--- src/rtl/dmem_arbiter_pkg.sv ---
// Shared definitions for the data-memory arbiter: FSM state encoding, grant
// identifiers and the word-alignment helper used when latching addresses.
package dmem_arbiter_pkg;

    typedef enum logic [1:0] {
        IDLE     = 2'd0,
        BUSY_CPU = 2'd1,
        BUSY_DBG = 2'd2
    } arb_state_t;

    typedef enum logic {
        CPU = 1'b0,
        DBG = 1'b1
    } grant_t;

    localparam int STAT_WIDTH = 16;

    function automatic logic [31:0] word_align(input logic [31:0] addr);
        return {addr[31:2], 2'b00};
    endfunction

endpackage

--- src/rtl/dmem_arbiter_sat_counter.sv ---
// Saturating up-counter with synchronous clear; clear takes priority over
// increment and the count sticks at all-ones.
module sat_counter #(
    parameter int WIDTH = 16
) (
    input  logic             clk,
    input  logic             rst,
    input  logic             clr,
    input  logic             inc,
    output logic [WIDTH-1:0] count
);

    always_ff @(posedge clk or posedge rst) begin
        if (rst) begin
            count <= '0;
        end else if (clr) begin
            count <= '0;
        end else if (inc && (count != '1)) begin
            count <= count + WIDTH'(1);
        end
    end

endmodule

--- src/rtl/dmem_arbiter.sv ---
// Two-port data-memory arbiter: the CPU MEM stage and the debug/loader port
// share one memory port, round-robin on ties, one transaction at a time.
module dmem_arbiter
    import dmem_arbiter_pkg::*;
(
    input  logic        clk_i,
    input  logic        rst_i,

    input  logic        cpu_req_i,
    input  logic        cpu_we_i,
    input  logic [31:0] cpu_addr_i,
    input  logic [31:0] cpu_wdata_i,
    output logic [31:0] cpu_rdata_o,
    output logic        cpu_ack_o,
    output logic        cpu_stall_o,

    input  logic        dbg_req_i,
    input  logic        dbg_we_i,
    input  logic [31:0] dbg_addr_i,
    input  logic [31:0] dbg_wdata_i,
    output logic [31:0] dbg_rdata_o,
    output logic        dbg_ack_o,

    output logic        mem_req_o,
    output logic        mem_we_o,
    output logic [31:0] mem_addr_o,
    output logic [31:0] mem_wdata_o,
    input  logic [31:0] mem_rdata_i,
    input  logic        mem_ack_i,

    input  logic        stat_clr_i,
    output logic [15:0] stall_cnt_o
);

    arb_state_t  state_q, state_d;
    grant_t      last_grant;
    logic        grant_cpu, grant_dbg, done;
    logic        lat_we;
    logic [31:0] lat_addr;
    logic [31:0] lat_wdata;
    logic        cpu_ack_q, dbg_ack_q;
    logic [31:0] cpu_rdata_q, dbg_rdata_q;

    // Grants are suppressed while an ack is out so IDLE always lasts a cycle.
    always_comb begin
        state_d   = state_q;
        grant_cpu = 1'b0;
        grant_dbg = 1'b0;
        done      = 1'b0;
        case (state_q)
            IDLE: begin
                if (!(cpu_ack_q || dbg_ack_q)) begin
                    if (cpu_req_i && dbg_req_i) begin
                        grant_cpu = (last_grant == DBG);
                        grant_dbg = (last_grant == CPU);
                    end else begin
                        grant_cpu = cpu_req_i;
                        grant_dbg = dbg_req_i;
                    end
                end
                if (grant_cpu) begin
                    state_d = BUSY_CPU;
                end else if (grant_dbg) begin
                    state_d = BUSY_DBG;
                end
            end
            BUSY_CPU, BUSY_DBG: begin
                if (mem_ack_i) begin
                    done    = 1'b1;
                    state_d = IDLE;
                end
            end
            default: state_d = IDLE;
        endcase
    end

    always_ff @(posedge clk_i or posedge rst_i) begin
        if (rst_i) begin
            state_q    <= IDLE;
            last_grant <= DBG;
            lat_we     <= 1'b0;
            lat_addr   <= '0;
            lat_wdata  <= '0;
        end else begin
            state_q <= state_d;
            if (grant_cpu) begin
                last_grant <= CPU;
                lat_we     <= cpu_we_i;
                lat_addr   <= word_align(cpu_addr_i);
                lat_wdata  <= cpu_wdata_i;
            end else if (grant_dbg) begin
                last_grant <= DBG;
                lat_we     <= dbg_we_i;
                lat_addr   <= word_align(dbg_addr_i);
                lat_wdata  <= dbg_wdata_i;
            end
        end
    end

    // Completion goes back to whichever port owned the access, even if that
    // requester has already dropped its request.
    always_ff @(posedge clk_i or posedge rst_i) begin
        if (rst_i) begin
            cpu_ack_q   <= 1'b0;
            dbg_ack_q   <= 1'b0;
            cpu_rdata_q <= '0;
            dbg_rdata_q <= '0;
        end else begin
            cpu_ack_q <= done && (state_q == BUSY_CPU);
            dbg_ack_q <= done && (state_q == BUSY_DBG);
            if (done && !lat_we && (state_q == BUSY_CPU)) begin
                cpu_rdata_q <= mem_rdata_i;
            end
            if (done && !lat_we && (state_q == BUSY_DBG)) begin
                dbg_rdata_q <= mem_rdata_i;
            end
        end
    end

    assign mem_req_o   = (state_q != IDLE);
    assign mem_we_o    = lat_we;
    assign mem_addr_o  = lat_addr;
    assign mem_wdata_o = lat_wdata;

    assign cpu_ack_o   = cpu_ack_q;
    assign dbg_ack_o   = dbg_ack_q;
    assign cpu_rdata_o = cpu_rdata_q;
    assign dbg_rdata_o = dbg_rdata_q;
    assign cpu_stall_o = cpu_req_i & ~cpu_ack_q;

    sat_counter #(
        .WIDTH(STAT_WIDTH)
    ) u_stall_cnt (
        .clk   (clk_i),
        .rst   (rst_i),
        .clr   (stat_clr_i),
        .inc   (cpu_stall_o),
        .count (stall_cnt_o)
    );

endmodule

--- config.mk ---
export PLATFORM = sky130hd
export DESIGN_NAME = dmem_arbiter
export DESIGN_NICKNAME = d
export VERILOG_FILES = /design/src/rtl/dmem_arbiter_pkg.sv /design/src/rtl/dmem_arbiter_sat_counter.sv /design/src/rtl/dmem_arbiter.sv
export SDC_FILE = /design/constraint.sdc
export NUM_CORES = 1
export LEC_CHECK = 0
export ABC_AREA = 0
export BUFFER_PORTS_ARGS = -buffer_cell sky130_fd_sc_hd__clkbuf_2
export CAP_MARGIN = 20
export CORE_MARGIN = 3
export CORE_UTILIZATION = 46
export CTS_CLUSTER_SIZE = 25
export DETAILED_ROUTE_END_ITERATION = 8
export PLACE_DENSITY = 0.88
export SETUP_SLACK_MARGIN = 0.4
export SKIP_CTS_REPAIR_TIMING = 1
export SYNTH_ARGS = -nofsm -noshare
export SYNTH_HDL_FRONTEND = slang
export SYNTH_SLANG_ARGS = --single-unit
--- constraint.sdc ---
create_clock -name clk_i -period 4.4 [get_ports clk_i]
set_clock_uncertainty 0.05 [all_clocks]
set_input_delay 0 -clock clk_i [delete_from_list [all_inputs] [get_ports clk_i]]
set_output_delay 0 -clock clk_i [all_outputs]
set_load 0.03 [all_outputs]
* Yosys cells after proc, flatten, opt, wreduce, memory -nomap -nowiden
Cells that the tools add are included.
Cells by class: add/subtract/negate cells 1, equal/unequal tests 5, multiplexer cells 24, bitwise gates (word level) 3, reductions and logical operators 15
Operator list (count):
- 32-bit two-way mux | 4
- 16-bit two-way mux | 2
- 16-bit by 1-bit adder with 16-bit output (second input constant) | 1
- 16-bit != test (second input constant) | 1
- 1-bit two-way mux | 14
- 1-bit logical AND | 7
- 2-bit two-way mux | 3
- 2-bit nonzero test | 3
- 2-bit case mux with 2 select lines | 1
- 3-bit != test (second input constant) | 1
- 2-bit by 1-bit == test with 1-bit output (second input constant) | 1
- 2-bit == test (second input constant) | 1
- 2-bit zero test | 1
- 2-bit != test (second input constant) | 1
- 1-bit inverter | 2
- 2-bit AND reduction | 1
- 2-bit OR reduction | 1
- 1-bit AND | 1
- 1-bit zero test | 1
- 1-bit logical OR | 1
Storage, ports and cells: bits in registers 150, input bits 168, output and inout port bits 149, word-level logic and storage cells 58

* Depth between registers and ports, before layout
Gate-level depths: netlist (run 1).
word-level depth 7, gate-level depth with buffers 8, mapped depth without buffers 6

* Hierarchy
A second synthesis (run 1) with hierarchy kept.
Second synthesis, totals: cells, all modules 612, area total of the unflattened synthesis 6521.3 um2
By module, submodules not included:
- dmem_arbiter | times used 1, cells an instance 511, area each 5589.1 um2, seq. area each 3304.4 um2
- sat_counter | times used 1, cells an instance 101, area each 932.1 um2, seq. area each 400.4 um2

* Worst setup path before layout (run 1)
Ideal clock, no wire load.
path type reg2reg, start point register cpu_ack_q, in the netlist cpu_ack_o, end point register u_stall_cnt.count[4], setup time 77 ps, arrival time 1930 ps, required time 4273 ps, slack 2343 ps, stages on the path, launching flop included 7, buffers on the path 1, clock period less this slack 2057 ps, cell sequence dfrtp_1 -> nand2b_1 -> inv_1 -> o41ai_2 -> buf_6 -> or4_2 -> a21oi_1
On the way: cells in the longest elaborated chain, start to end 4
RTL lines:
- start: declaration | RTL line dmem_arbiter.sv:41 | logic cpu_ack_q, dbg_ack_q;
- start signal: assignment | RTL line dmem_arbiter.sv:109 | cpu_ack_q <= done && (state_q == BUSY_CPU);
- 1-bit inverter | RTL line dmem_arbiter.sv:129 | assign cpu_stall_o = cpu_req_i & ~cpu_ack_q;
- 1-bit AND | RTL line dmem_arbiter.sv:129
- via cpu_stall_o | RTL line dmem_arbiter.sv:15 | output logic cpu_stall_o,
- 1-bit logical AND | RTL line dmem_arbiter_sat_counter.sv:18 | end else if (inc && (count != '1)) begin
- 2-bit nonzero test (no line)
- end signal: assignment | RTL line dmem_arbiter_sat_counter.sv:19 | count <= count + WIDTH'(1);
- end: declaration | RTL line dmem_arbiter_sat_counter.sv:10 | output logic [WIDTH-1:0] count
The timed path passes the listed nets, and every way through them passes these cells. A chain may end at the register's enable or synchronous reset.

* Worst setup path after layout (run 1)
start point register cpu_ack_q, in the netlist cpu_ack_o, end point register lat_addr[28], in the netlist mem_addr_o[28]
On the way: cells in the longest elaborated chain, start to end 5, elaborated cells between the ends (all ways) 9, classes of those cells mux: 7; reduce/logical: 2
RTL lines:
- 1-bit logical OR (*) | RTL line dmem_arbiter.sv:52 | if (!(cpu_ack_q || dbg_ack_q)) begin
- 1-bit two-way mux | RTL line dmem_arbiter.sv:52
- 1-bit two-way mux (2 in series) | RTL line dmem_arbiter.sv:50 | case (state_q)
- 32-bit two-way mux / 2-bit nonzero test (equally long branches)
- end signal: assignment | RTL line dmem_arbiter.sv:89 | lat_addr <= word_align(cpu_addr_i);
- end signal: assignment | RTL line dmem_arbiter.sv:94 | lat_addr <= word_align(dbg_addr_i);
- end: declaration | RTL line dmem_arbiter.sv:39 | logic [31:0] lat_addr;
Mark *: on every way between the ends. The rest lies on a longest branch, timed or not. The select of a mux whose other input is x is not followed.

==> results.json, run 1 <==
{
  "root_buffer": "clkbuf_16",
  "die_w_um": 124,
  "worstMarginPinSlew_ns": 1.05,
  "crit_type": "register to register",
  "startpoint": "cpu_ack_o",
  "wire_per_inst_um": 19.6,
  "r2r-start": "cpu_ack_o",
  "drc": 0,
  "cellLeakagePower_nw": 5.19,
  "antenna_found_initial": 1,
  "dp_hpwl_um": 12400,
  "fmax_mhz": 342,
  "drive_above_1_share_pct": 41.8,
  "clock_path_buffers": 2,
  "nets": 1174,
  "place_congestion": 0.834,
  "clkLatencyLatePin_ns": 0.41,
  "drv_cap": 0,
  "syn_area_per_cell_sq_um": 12.0,
  "slew_headroom_pct": 28.9,
  "path_delay_family": "buffers and inverters",
  "viasPerCell": 5.34,
  "grt.total_usage_pct": 21.0,
  "p_per_area_nw_per_um2": 727,
  "rows": 42,
  "synthDistinctLibCells": 43,
  "ys_warn_count": 0,
  "hold_depth": 2,
  "die_area_sq_um": 15500,
  "reg2reg_depth": 6,
  "cpMaxStageDelayCell": "buf_4",
  "io_pins": 317,
  "grt_max_degree": 129,
  "place_area_sq_um": 8140,
  "rrSetupSlack_ns": 1.48,
  "via_count": 6361,
  "path_max_fanout": 52,
  "min_path_type": "primary input to register",
  "drv_slew": 0,
  "ys_seq_area_share_pct": 57.4,
  "path_cells": "nand2b_1 > nor3_2 > buf_4 > mux2i_1 > dlygate4sd3_1 > a21oi_1",
  "crit_arrival_ns": 3.16,
  "power.switching_mw": 3.33,
  "grt_pass1_wl_um": 26100,
  "start_util_pct": 47.8,
  "rsz0062_at_grt": "no",
  "async_flop_share_pct": 100,
  "grt_pass1_vias": 5282,
  "drt_iter0_drc": 400,
  "grt-ovfl-total": 0,
  "status": "complete, but fails checks",
  "hold_end": "u_stall_cnt.count[4]",
  "hold_violations": 6,
  "endpoint_kind": "register",
  "p_total_mw": 7.58,
  "power_frac_seq_pct": 31.2,
  "netlist_area_sq_um": 6460,
  "cellInternalPower_mw": 4.26,
  "area_growth_pct": 61.5,
  "syn_inst": 539,
  "final_antenna_net_count": 0,
  "core_sq_um": 13500,
  "sw_frac_of_total_pct": 43.9,
  "pwr-share-comb_pct": 47.2,
  "synth_edf_count": 0,
  "required_ns": 4.63,
  "crit_path_start_kind": "register",
  "clkPwrFrac_pct": 21.6,
  "path_buf_inv": 2,
  "whs_ns": -0.0181,
  "fin_crit_ns": 2.92,
  "r2r_end": "mem_addr_o[28]",
  "setup_viol": 0,
  "htree_levels": 4,
  "numCtsBuffers": 17,
  "finalInstanceArea_sq_um": 10400,
  "setup-tns-final_ns": 0,
  "die_y_um": 124,
  "final_common_cell": "clkbuf_2",
  "worstHoldStart": "stat_clr_i",
  "period_share_pct": 66.4,
  "drtPass1Iterations": 5,
  "clk_pin_slew_ns": 0.06,
  "max_stage_delay_ns": 0.71,
  "cts_tree": "yes",
  "finalWirelength_um": 23400,
  "ys.flop_type": "dfrtp_1",
  "vdd_drop_max_mv": 0.499,
  "violations": "negative hold slack",
  "ys_ff_latch": 148,
  "port_buffers": 310,
  "layout_common_cells": "310 x clkbuf_2, 160 x dlygate4sd3_1, 147 x dfrtp_1, 77 x nor2_1, 73 x a21oi_1",
  "numClockSinks": 148
}
-- worst reg2reg max path, delay by kind of cell, from the launching register on --
family                 cells  cell delay [ns]
buffers and inverters      2             1.34
multiplexers               1             0.41
AO/OA/AOI/OAI              1             0.08
AND/OR/NAND/NOR            2             0.45
flip-flops                 1             0.47
-- metrics by stage --
stage          setup WS, ns  util [%]  hold slack [ns]  cells
2_1_floorplan          2.34         -           0.0817    540
3_3_place_gp           2.11      60.2           0.0352    998
3_5_place_dp           1.96      60.2           0.0625    998
4_1_cts                1.97      65.1           -0.386   1029
5_1_grt                1.36      77.2           0.0238   1191
6_report               1.48      77.2          -0.0181   1191
-- kinds of logic (layout without fill, tap and decap cells) --
logic type                 after synthesis  in the layout  synth area share [%]
AOI/OAI and AO/OA                       88             88                  7.46
DFF                                    148            148                  57.4
and+or+nand+nor                        123            123                  9.22
other                                    1              3                0.0581
muxes                                  133            133                  21.9
adders and majority gates                4              4                 0.775
buffers and inverters                   41            515                  3.02
xor gates and xnor gates                 1              1                 0.136
-- synth_stat cells, types with 2 or more instances --
cell type / n / area share (%)
dfrtp_1: 147 / 57
nor2_1: 77 / 4.5
a21oi_1: 73 / 5.7
mux2_2: 67 / 12
mux2i_1: 65 / 10
clkbuf_1: 16 / 0.93
o31ai_1: 8 / 0.93
inv_1: 7 / 0.41
buf_4: 6 / 0.70
buf_1: 5 / 0.29
buf_2: 5 / 0.39
nand2_1: 5 / 0.29
nor2b_1: 5 / 0.48
nor3_1: 5 / 0.39
ha_1: 4 / 0.78
nand3_1: 4 / 0.31
nor4_1: 4 / 0.39
nand4_1: 3 / 0.29
o21ai_0: 3 / 0.23
or3_1: 3 / 0.29
or4_1: 3 / 0.35
nand2b_1: 2 / 0.19
nand3b_1: 2 / 0.23
-- final cells by class --
| cell class | instances | area, sq um |
|---|---|---|
| multi-input combinational | 351 | 2570 |
| fill | 780 | 3080 |
| antenna | 1 | 2.50 |
| clock inverter | 13 | 231 |
| inverter | 7 | 30.0 |
| clock buffer | 18 | 429 |
| sequential | 148 | 3700 |
| tap | 176 | 220 |
| timing repair buffer | 477 | 3240 |
-- power groups by stage --
stage                     combinational [mW]  clock (mW)  sequential (mW)
final                                   3.58        1.63             2.37
after floorplan                         1.06           0             3.47
after detailed placement                3.20           0             2.32
after global placement                  3.12           0             2.28
after CTS                               3.20        1.64             2.30
after global routing                    3.77        1.72             2.42
-- registers in the layout, indices dropped and copies added (netlist names) --
signal             count
mem_we_o               1
state_q                2
dbg_ack_o              1
dbg_rdata_o           32
cpu_rdata_o           32
mem_addr_o            30
cpu_ack_o              1
u_stall_cnt.count     16
last_grant             1
mem_wdata_o           32
-- per-layer routing --
metal | global-route usage (%) | part of all wire, %
met2 | 37.6 | 53
met1 | 23.2 | 35
met3 | 6.78 | 7.0
met5 | 0 | 0
met4 | 7.41 | 5.0
-- worst max path at each step --
stage,slack (ns),depth (start not counted),to
3_5_place_dp,1.96,6,mem_addr_o[20]
6_report,1.48,6,mem_addr_o[28]
2_1_floorplan,2.34,6,u_stall_cnt.count[4]
5_1_grt,1.36,6,mem_wdata_o[9]
3_3_place_gp,2.11,6,mem_wdata_o[29]
4_1_cts,1.97,6,mem_addr_o[17]
No activity file was read; power rests on OpenSTA's default activity.
==> run 2: changes to the inputs <==
==> constraint.sdc (replaced) <==
create_clock -name clk_i -period 3 [get_ports clk_i]
set_clock_uncertainty 0.05 [all_clocks]
set_input_delay 0 -clock clk_i [delete_from_list [all_inputs] [get_ports clk_i]]
set_output_delay 0 -clock clk_i [all_outputs]
set_load 0.03 [all_outputs]
==> results.json, run 2 (synthesis gave the netlist of run 1 again) <==
{
  "status": "complete, but fails checks",
  "violations": "negative hold slack",
  "use_met2_pct": 39.7,
  "multi_input_area_sq_um": 2570,
  "grt_pass1_vias": 5471,
  "min_path_type": "primary input to register",
  "whs_ns": -0.0107,
  "path_max_fanout": 66,
  "die_area_sq_um": 15500,
  "htree_levels": 4,
  "place_congestion": 0.845,
  "antenna_found_initial": 2,
  "worstMarginPinSlew_ns": 0.876,
  "nets": 1174,
  "period_share_pct": 88.3,
  "numClockSinks": 148,
  "hold_violations": 2,
  "grt-ovfl-total": 0,
  "grt_pass1_wl_um": 27100,
  "clock_path_buffers": 2,
  "place_area_sq_um": 8180,
  "clk_pin_slew_ns": 0.06,
  "drive_above_1_share_pct": 41.9,
  "use_met3_pct": 7.38,
  "rsz0062_at_grt": "no",
  "layout_common_cells": "310 x clkbuf_2, 160 x dlygate4sd3_1, 147 x dfrtp_1, 77 x nor2_1, 73 x a21oi_1",
  "die_y_um": 124,
  "crit_type": "register to register",
  "path_cells": "nand2b_1 > nor3_2 > buf_12 > mux2i_1 > dlygate4sd3_1 > a21oi_1",
  "wire_per_inst_um": 20.0,
  "max_stage_delay_ns": 0.64,
  "fin_crit_ns": 2.65,
  "root_buffer": "clkbuf_16",
  "drc": 0,
  "area_growth_pct": 61.8,
  "clkLatencyLatePin_ns": 0.42,
  "seq_area_sq_um": 3700,
  "drv_slew": 0,
  "core_sq_um": 13500,
  "io_pins": 317,
  "numCtsBuffers": 17,
  "fillers": 768,
  "setup_viol": 0,
  "viasPerCell": 5.37,
  "drtPass1Iterations": 5,
  "dp_hpwl_um": 12800,
  "cellLeakagePower_nw": 5.19,
  "cts_tree": "yes",
  "rows": 42,
  "required_ns": 3.22,
  "crit_path_start_kind": "register",
  "setup-tns-final_ns": 0,
  "cpMaxStageDelayCell": "dlygate4sd3_1",
  "port_buffers": 310,
  "crit_arrival_ns": 2.87,
  "die_w_um": 124,
  "grt-busiest-layer": "met2",
  "via_count": 6411,
  "fmax_mhz": 377,
  "drt_iter0_drc": 431,
  "finalInstanceArea_sq_um": 10400,
  "grt.total_usage_pct": 21.8,
  "finalWirelength_um": 23900,
  "slew_headroom_pct": 41.5,
  "vdd_drop_max_mv": 0.687,
  "p_per_area_nw_per_um2": 1050,
  "start_util_pct": 47.8,
  "endpoint_kind": "register",
  "drv_cap": 0,
  "final_common_cell": "clkbuf_2",
  "grt_max_degree": 127,
  "grtUsageMet1_pct": 23.1,
  "final_antenna_net_count": 0
}
run 2: worst paths after layout:
kind / startpoint / endpoint / slack, ns / cells past startpoint
max reg2reg: cpu_ack_o / mem_addr_o[6] / 0.35 / 6
min in group asynchronous: rst_i / cpu_rdata_o[31] / 0.26 / 3
max: cpu_ack_o / mem_addr_o[6] / 0.35 / 6
min: stat_clr_i / u_stall_cnt.count[4] / -0.01 / 2
max in group asynchronous: rst_i / mem_wdata_o[1] / 1.85 / 4
min reg2reg: dbg_rdata_o[4] / dbg_rdata_o[4] / 0.46 / 1
run 2: stage by stage:
| step | cells | power (mW) | utilization, % | setup slack [ns] |
|---|---|---|---|---|
| final | 1193 | 11.0 | 77.3 | 0.351 |
| after global routing | 1193 | 11.5 | 77.3 | 0.259 |
| after CTS | 1031 | 10.5 | 65.4 | 0.834 |
| after detailed placement | 999 | 8.14 | 60.6 | 0.866 |
| after global placement | 999 | 7.94 | 60.6 | 0.930 |
| after floorplan | 540 | 6.64 | - | 0.943 |
run 2: critical path: cells and delay by family, from the launching register on:
family          cells  cell delay [ns]
compound gates      1             0.08
buf+inv             2             1.05
simple gates        2             0.50
mux                 1             0.34
flops               1             0.47
run 2: final cells by class:
class,count,share of cell area [%]
flip-flops and latches,148,35.5
inverters,7,0.288
clock buffers,18,4.11
repair buffers,477,31.2
well taps,176,2.11
clock inverters,14,2.18
multi-input cells,351,24.6
diodes,2,0.0479
run 2: power breakdown:
| group | switching [mW] | internal (mW) |
|---|---|---|
| Sequential | 0.571 | 2.90 |
| Combinational | 3.44 | 1.71 |
| Clock | 0.864 | 1.49 |
run 2: per-layer routing:
layer  wire [um]  part of all wire (%)  vias up
met2       12900                    54      381
li1            -                     -     2826
met1        8100                    34     3108
met3        1690                   7.1       96
met5           0                     0        -
met4        1210                   5.0        0
==> run 3: changes to the inputs <==
--- a/config.mk
+++ b/config.mk
@@ -12,6 +12,7 @@
 export CORE_UTILIZATION = 46
 export CTS_CLUSTER_SIZE = 25
 export DETAILED_ROUTE_END_ITERATION = 8
+export GPL_TIMING_DRIVEN = 0
 export PLACE_DENSITY = 0.88
 export SETUP_SLACK_MARGIN = 0.4
 export SKIP_CTS_REPAIR_TIMING = 1
==> results.json, run 3 (synthesis gave the netlist of run 1 again) <==
{
  "layout.cells.non_filler": 1228,
  "path_max_fanout": 10,
  "power.switching_mw": 5.04,
  "finalWirelength_um": 26200,
  "cts_tree": "yes",
  "drv_cap": 0,
  "clkLatencyLatePin_ns": 0.41,
  "nets": 1206,
  "use_met2_pct": 42.5,
  "drive_above_1_share_pct": 41.9,
  "via_count": 6743,
  "cellInternalPower_mw": 5.86,
  "fmax_mhz": 391,
  "final_common_cell": "clkbuf_2",
  "crit_type": "register to register",
  "clk_pin_slew_ns": 0.07,
  "multi_input_area_sq_um": 2560,
  "place_congestion": 0.856,
  "pwr-share-comb_pct": 48.4,
  "clock_path_buffers": 2,
  "path_cells": "nand2b_1 > nor3_1 > buf_2 > mux2i_1 > dlygate4sd3_1 > a21oi_1",
  "hold_violations": 0,
  "viasPerCell": 5.49,
  "endpoint_kind": "register",
  "core_sq_um": 13500,
  "min_path_type": "primary input to asynchronous set/reset pin",
  "layout_common_cells": "317 x clkbuf_2, 161 x dlygate4sd3_1, 147 x dfrtp_1, 77 x nor2_1, 73 x a21oi_1",
  "drv_slew": 0,
  "die_w_um": 124,
  "root_buffer": "clkbuf_16",
  "rows": 42,
  "setup_viol": 0,
  "path_buf_inv": 2,
  "clkPwrFrac_pct": 19.8,
  "grt-busiest-layer": "met2",
  "htree_levels": 4,
  "grtUsageMet1_pct": 28.2,
  "place_ws_ns": 0.375,
  "period_share_pct": 85.2,
  "p_per_area_nw_per_um2": 1030,
  "die_y_um": 124,
  "setup_ws_ns": 0.443,
  "grt-ovfl-total": 0,
  "fillers": 725,
  "drc": 0,
  "wire_per_inst_um": 21.3,
  "numCtsBuffers": 17,
  "slew_headroom_pct": 58.3,
  "p_total_mw": 10.9,
  "path_delay_family": "buffers and inverters",
  "seq_area_sq_um": 3700,
  "antenna_found_initial": 5,
  "crit_arrival_ns": 2.77,
  "io_pins": 317,
  "fin_crit_ns": 2.56,
  "power_frac_seq_pct": 31.8,
  "grt.total_usage_pct": 23.9,
  "numClockSinks": 148,
  "cpMaxStageDelayCell": "dlygate4sd3_1",
  "final_antenna_net_count": 0,
  "grt_pass1_vias": 5828,
  "grt_pass1_wl_um": 29700,
  "grt_max_degree": 45,
  "drt_iter0_drc": 496,
  "port_buffers": 310,
  "setup-tns-final_ns": 0,
  "max_stage_delay_ns": 0.58,
  "sw_frac_of_total_pct": 46.2,
  "required_ns": 3.21,
  "dpl.cell_count": 1030,
  "cellLeakagePower_nw": 5.26,
  "dp_hpwl_um": 14400,
  "path_depth": 6,
  "whs_ns": 0.0972,
  "use_met3_pct": 7.29,
  "rsz0062_at_grt": "no",
  "die_area_sq_um": 15500,
  "drtPass1Iterations": 5,
  "status": "completed",
  "worstMarginPinSlew_ns": 0.625,
  "vdd_drop_max_mv": 0.714,
  "reg2reg_depth": 6,
  "start_util_pct": 47.8,
  "crit_path_start_kind": "register",
  "area_growth_pct": 63.3
}
-- run 3: worst paths after layout --
path	start	end	slack, ns
min in group clk_i	cpu_req_i	u_stall_cnt.count[8]	0.12
setup reg to reg	cpu_ack_o	mem_addr_o[16]	0.44
hold / removal	rst_i	cpu_rdata_o[5]	0.1
max in group asynchronous	rst_i	mem_addr_o[26]	1.81
setup / recovery	cpu_ack_o	mem_addr_o[16]	0.44
hold reg to reg	dbg_rdata_o[24]	dbg_rdata_o[24]	0.45
-- run 3: worst reg2reg max path: stages (launching register included) --
cell and delay, ns:
dfrtp_1 0.45, nand2b_1 0.22, nor3_1 0.34, buf_2 0.39, mux2i_1 0.30, dlygate4sd3_1 0.58, a21oi_1 0.08
-- run 3: per-layer routing --
layer | vias up | wire [um]
met5 | - | 0
met2 | 457 | 13800
met1 | 3242 | 8970
met3 | 152 | 1930
met4 | 0 | 1540
li1 | 2892 | -
-- run 3: through the flow --
step | cell area (sq um) | utilization (%)
after global placement | 8240 | 61.0
after global routing | 10500 | 78.1
after floorplan | 6460 | -
after detailed placement | 8320 | 61.6
final | 10500 | 78.1
after CTS | 8910 | 66.0
-- run 3: cell type report --
class                      instances  area share (%)
buffer                            34            1.69
antenna                            6           0.142
sequential                       148            35.1
inverter                           7           0.285
clock inverter                    10            1.16
multi-input combinational        351            24.3
clock buffer                      21            4.46
timing repair buffer             475            30.8
tap                              176            2.09
-- run 3: power by group through the flow --
stage	Sequential, mW	Clock [mW]	Combinational (mW)
global route	3.55	2.26	5.52
detailed placement	3.40	0	4.87
floorplan	5.08	0	1.55
finish	3.47	2.15	5.28
CTS	3.38	2.16	4.89
global placement	3.34	0	4.75
